File: config.mk
export PLATFORM = sky130hd
export DESIGN_NAME = pla16_stim_driver
export DESIGN_NICKNAME = d
export VERILOG_FILES = /design/src/rtl/pla16_stim_driver.sv
export SDC_FILE = /design/constraint.sdc
export NUM_CORES = 1
export LEC_CHECK = 0
export CAP_MARGIN = 15
export CORE_MARGIN = 2
export CORE_UTILIZATION = 50
export DETAILED_ROUTE_END_ITERATION = 6
export PLACE_DENSITY = 0.81
export SYNTH_ARGS = -nofsm -noshare
export SYNTH_HDL_FRONTEND = slang
export SYNTH_SLANG_ARGS = --single-unit
File: constraint.sdc
create_clock -name clk -period 2 [get_ports clk]
set_input_delay 0.2 -clock clk [delete_from_list [all_inputs] [get_ports clk]]
set_output_delay 0.2 -clock clk [all_outputs]
set_load 0.01 [all_outputs]
File: src/rtl/pla16_stim_driver.sv
// rtl/pla16_stim_driver.sv - LFSR stimulus source and serial-signature response compactor for 16-in/1-out cores.
// Optional toggle counter built only when PLA16_TOGGLE_CNT_EN is defined.
module pla16_stim_driver #(
  parameter logic [15:0] SEED        = 16'hACE1,
  parameter int          NUM_VECTORS = 1024,
  parameter int          CNT_W       = 16
) (
  input  logic             clk,
  input  logic             rst,
  input  logic             start,
  output logic             busy,
  output logic             done,
  output logic [15:0]      vec,
  input  logic             resp,
  output logic [15:0]      signature,
  output logic [CNT_W-1:0] ones_cnt,
  output logic [CNT_W-1:0] toggle_cnt
);

  typedef enum logic [1:0] {IDLE, RUN, DONE} state_t;

  localparam logic [15:0]      SEED_EFF = (SEED == 16'h0000) ? 16'h0001 : SEED;
  localparam logic [CNT_W-1:0] LAST_CNT = CNT_W'(NUM_VECTORS - 1);

  state_t           state_q, state_d;
  logic [15:0]      vec_q, vec_d;
  logic [15:0]      sig_q, sig_d;
  logic [CNT_W-1:0] ones_q, ones_d;
  logic [CNT_W-1:0] cnt_q, cnt_d;
  logic [15:0]      next_vec;
  logic             start_acc;
  logic             run_step;

  assign next_vec  = {vec_q[14:0], vec_q[15] ^ vec_q[13] ^ vec_q[12] ^ vec_q[10]};
  assign start_acc = start && (state_q == IDLE || state_q == DONE);
  assign run_step  = (state_q == RUN);

  always_comb begin
    state_d = state_q;
    vec_d   = vec_q;
    sig_d   = sig_q;
    ones_d  = ones_q;
    cnt_d   = cnt_q;
    case (state_q)
      IDLE, DONE: begin
        if (start) begin
          state_d = RUN;
          vec_d   = SEED_EFF;
          sig_d   = '0;
          ones_d  = '0;
          cnt_d   = '0;
        end
      end
      RUN: begin
        sig_d = {sig_q[14:0], sig_q[15] ^ sig_q[13] ^ sig_q[12] ^ sig_q[10] ^ resp};
        if (resp && ones_q != {CNT_W{1'b1}}) ones_d = ones_q + 1'b1;
        cnt_d = cnt_q + 1'b1;
        vec_d = next_vec;
        if (cnt_q == LAST_CNT) state_d = DONE;
      end
      default: state_d = IDLE;
    endcase
  end

  always_ff @(posedge clk) begin
    if (rst) begin
      state_q <= IDLE;
      vec_q   <= '0;
      sig_q   <= '0;
      ones_q  <= '0;
      cnt_q   <= '0;
    end else begin
      state_q <= state_d;
      vec_q   <= vec_d;
      sig_q   <= sig_d;
      ones_q  <= ones_d;
      cnt_q   <= cnt_d;
    end
  end

`ifdef PLA16_TOGGLE_CNT_EN
  // Switching-activity proxy: bits that flip between consecutive applied vectors.
  function automatic logic [4:0] popcnt16(input logic [15:0] v);
    logic [4:0] n;
    n = '0;
    for (int i = 0; i < 16; i++) n = n + {4'b0, v[i]};
    return n;
  endfunction

  logic [CNT_W-1:0] tog_q, tog_d;
  logic [CNT_W:0]   tog_sum;

  assign tog_sum = {1'b0, tog_q} + (CNT_W+1)'(popcnt16(vec_q ^ next_vec));

  always_comb begin
    tog_d = tog_q;
    if (start_acc)     tog_d = '0;
    else if (run_step) tog_d = tog_sum[CNT_W] ? {CNT_W{1'b1}} : tog_sum[CNT_W-1:0];
  end

  always_ff @(posedge clk) begin
    if (rst) tog_q <= '0;
    else     tog_q <= tog_d;
  end

  assign toggle_cnt = tog_q;
`else
  logic unused_ok;
  assign unused_ok  = start_acc ^ run_step;
  assign toggle_cnt = '0;
`endif

  assign busy      = (state_q == RUN);
  assign done      = (state_q == DONE);
  assign vec       = vec_q;
  assign signature = sig_q;
  assign ones_cnt  = ones_q;

endmodule

==> Yosys cells after proc, flatten, opt, wreduce, memory -nomap -nowiden <==
Index checks and enable logic that the tools add are counted.
Widths: inputs -> output; s select.
{ "word_totals": {"register_bits": 66, "inputBits": 4, "word_cells": 38} }
{ "classes": {"add_sub_neg": 2, "eq_ne": 7, "mux": 10, "n_bitwise": 7, "n_reduce_logical": 7} }
{ "ops": {"columns": ["op", "count"], "rows": [
  ["$pmux 16 s2", 4],
  ["$mux 16", 3],
  ["$add 16x1->16 const B", 2],
  ["$eq 16x10->1 const B", 1],
  ["$ne 16x16->1 const B", 1],
  ["$xor 1x1->1", 7],
  ["$mux 2", 2],
  ["$ne 2x1->1 const B", 2],
  ["$pmux 2 s2", 1],
  ["$reduce_and 2->1", 2],
  ["$reduce_and 3->1", 1],
  ["$eq 2x1->1 const B", 1],
  ["$eq 2x2->1 const B", 1],
  ["$logic_not 2->1", 1],
  ["$ne 2x2->1 const B", 1],
  ["$reduce_bool 2->1", 1],
  ["$reduce_or 2->1", 1],
  ["$logic_and 1x1->1", 1]
]} }

==> Logic depth before layout (Yosys ltp) <==
{ "depth": {"ltp_word": 5, "depth_mapped": 7, "depth_no_buf": 6} }

==> Worst setup path before layout <==
Ideal clock, no wire load.
{ "synth_path": {"path_kind": "reg-to-reg", "start": "reg ones_q[0], in the netlist ones_cnt[0]", "end": "reg ones_q[10], in the netlist ones_cnt[10]", "setup_ns": 0.070, "t_arrival_ns": 1.708, "required_time_ns": 1.930, "slack_ns": 0.221, "path_stages_with_launch": 7, "period_less_slack_ns": 1.779, "path_cell_list": "dfxtp_1 > ha_1 > and3_1 > and4b_4 > o21a_4 > or4_1 > a21oi_1"} }
{ "synth_via": {"elab_chain_cells": 4, "elab_cells_between_ends": 7, "cone_classes": "1 x add/sub; 2 x eq/ne; 2 x mux; 2 x reduce/logical"} }
{ "synth_rtl": {"columns": ["element", "line", "text"], "rows": [
  ["start: declaration", "28", "logic [CNT_W-1:0] ones_q, ones_d;"],
  ["start signal: assignment", "76", "ones_q <= ones_d;"],
  ["branches (longest 4 deep; another with $add 16x1->16)", null, null]
]} }
Several ways; the timed one is not identified. The select of a mux whose other input is x is not followed.
A chain may end at the register's enable or synchronous reset.

==> Worst setup path in the final report <==
{ "layout_path": {"start": "reg state_q[1]", "end": "out busy"} }
{ "layout_via": {"elab_chain_cells": 1} }
{ "layout_rtl": {"columns": ["element", "line", "text"], "rows": [
  ["start: declaration", "25", "state_t state_q, state_d;"],
  ["start signal: assignment", "73", "state_q <= state_d;"],
  ["$eq 2x1->1", "113", "assign busy = (state_q == RUN);"],
  ["end: declaration", "11", "output logic busy,"]
]} }
No other way between the ends.

==> key figures <==
Critical path
  – Worst setup SP type: register
  – Levels on crit path: 4
  – CP endpoint kind: primary output
  – Worst reg-to-reg path cell count: 6
  – Worst-path cell chain: nand2b_2 > clkinv_1 > buf_4 > clkdlybuf4s50_1
  – Buf+Inv Stages, Crit Path: 3
  – Crit path max-delay family: buffers and inverters
  – Crit Path Max Fanout: 9
  – Critical Path AT: 1700 ps
  – Critical Path Max Stage Delay: 540 ps
  – Critical Path RT: 1800 ps
  – Setup CP Type: reg2out
  – Highest-delay cell along the critical path: clkdlybuf4s50_1
  – Worst R2R Setup Slack: 120 ps

STA
  – RSZ-0062 raised after global routing: false
  – Final Skew: 11.6 ps
  – Setup ws final: 99.9 ps
  – Final hold vios: 0
  – Final Max Slew Viols: 0
  – Setup TNS: 0 ps
  – Worst Max-Slew Pin Slew: 515 ps
  – Final period demand of the worst path: 1900 ps
  – Max frequency: 526 MHz
  – Setup-failing EPs final: 0
  – Worst slew margin: 65.6%
  – Fin crit share: 95.0%

Cells and area
  – # diodes: 0
  – Layout cells sized above 1: 10.9%
  – Commonest non-fill, non-tap cells in the layout: dfxtp_1 (66), nor2_1 (57), clkdlybuf4s50_1 (52)
  – Util after Layout: 64.6%
  – Fill cells: 502
  – Synth-to-layout area growth: 25.6%
  – # nets final: 413
  – Most common cell after layout, fill and taps aside: dfxtp_1

Outcome
  – Status: complete, no violations

Place
  – Gpl congestion: 0.875
  – DP HPWL: 4570 um
  – IO Port Bufs: 53
  – Worst slack at placement: 165 ps

Synthesis
  – Synth warn: 0
  – Predominant post-synthesis flop cell: dfxtp_1
  – Yosys cell types: 49
  – Async S/R FF share, synth: 0%
  – Syn Std Cell Area: 0.00303 mm2
  – Gate Count Post-Synth: 352
  – Leading area contributor after synthesis: dfxtp_1
  – Syn_area_per_cell: 8.60 um2
  – Yosys top cell area share: 43.6%
  – Post-synth EDFFs: 0
  – Post-synthesis sequential area ratio: 43.6%
  – FF+latch count, synth: 66
  – Top cells by area, synth: dfxtp_1 (44%), nor2_1 (7.1%), a22oi_1 (6.0%)

Clock network
  – Post-cts sizing count: 0
  – CTS root buffer: clkbuf_8
  – Bufs on Longest Clock Path: 2
  – TritonCTS Buffers: 9
  – CTS clk-pin slew, worst paths: 80 ps
  – Hold-fix buffer count after cts: 0
  – # Post-CTS Setup Buffers: 0
  – H-tree levels: 3
  – CTS tree: done
  – Clk_lat worst skew: 350 ps
  – # clock sinks: 66

Min path
  – Worst min path class: in2reg
  – Worst hold path depth: 2

Floorplanning
  – Core footprint: 0.00589 mm2
  – I/O pin total: 70
  – Die extent in y: 81.8 um
  – Initial Util: 51.4%
  – Row count: 28
  – DIE AREA: 0.00669 mm2
  – Die Width: 81.8 um

GRT
  – Largest net degree at the start of global routing: 40
  – Initial antenna violation count: 0
  – GRT overflow: 0
  – Gr usage total: 21.4%
  – Vias in the first global route: 2442
  – First-pass GRT wire length: 11100 um

Drt
  – Initial DRT Pass Iterations: 4
  – WL per Instance: 14.1 um
  – Via density: 5.63
  – Routed wire length: 6840 um
  – Antenna Nets Post-Route: 0
  – Vias: 2735
  – Starting DRT DRC Count: 128
  – DRC Markers: 0

Power
  – PD cells: 755 mW/mm2
  – VDD IR max: 0.000563 V
  – Total power draw: 2.87 mW
  – Leak: 1.32 nW

Flow run
  – Total of max-cap violations: 0
-- area by class of cell --
cell class                 count  area [um2]  area share, %
multi-input combinational    264        1550           40.7
sequential                    66        1320           34.7
timing repair buffer          65         628           16.5
clock buffer                  11         131           3.45
tap                           75        93.8           2.47
clock inverter                 4        76.3           2.01
inverter                       1        3.75         0.0987
-- cell families after synthesis --
| kind of cell | synth area share (%) |
|---|---|
| AO/OA/AOI/OAI | 18.5 |
| multiplexers | 2.19 |
| flip-flops | 43.6 |
| buffers and inverters | 7.07 |
| other | 0.124 |
| XOR/XNOR | 2.02 |
| AND/OR/NAND/NOR | 25.7 |
| adder cells (fa/ha/maj) | 0.826 |
-- power by group --
part / switching (mW) / total (mW) / internal [mW]
combinational: 0.181 / 0.301 / 0.120
clock: 0.502 / 1.20 / 0.700
sequential: 0.0277 / 1.37 / 1.34
total: 0.711 / 2.87 / 2.16
-- through the flow --
stage                     hold slack [ps]  instance area [um2]  instances
after floorplan                       382                 3080        367
after global placement                471                 3600        471
after detailed placement              495                 3600        471
after CTS                             298                 3800        486
after global routing                  315                 3800        486
final                                 301                 3800        486
-- layer usage --
metal | global-route usage [%] | vias to the layer above | routed length [um]
li1 | - | 1358 | -
met2 | 33.3 | 78 | 3240
met4 | 9.33 | 0 | 71
met5 | 0 | - | 0
met1 | 27.1 | 1293 | 3060
met3 | 6.92 | 6 | 466
-- path summary, 6_finish.rpt --
check                                               start                        end
worst max-delay path              state_q[1]$_SDFFE_PP0P_                       busy
worst min-delay path                                  rst  signature[6]$_SDFFE_PP0P_
worst max register to register   ones_cnt[0]$_SDFFE_PP0P_  ones_cnt[10]$_SDFFE_PP0P_
worst min register to register  signature[0]$_SDFFE_PP0P_  signature[0]$_SDFFE_PP0P_
-- flip-flops by register name (all words and copies together) (netlist names) --
register,count
signature,16
state_q,2
ones_cnt,16
cnt_q,16
vec,16
-- synth_stat cells, types with 6 or more instances --
master     n
buf_4     17
a31oi_1    8
o21ai_0   13
a22oi_1   24
clkbuf_1  11
dfxtp_1   66
nor2_1    57
or4_1      6
a21oi_1   30
xnor2_1    6
nand2_1   19
nand3_1   18
Power figures use the tool's default switching activity.
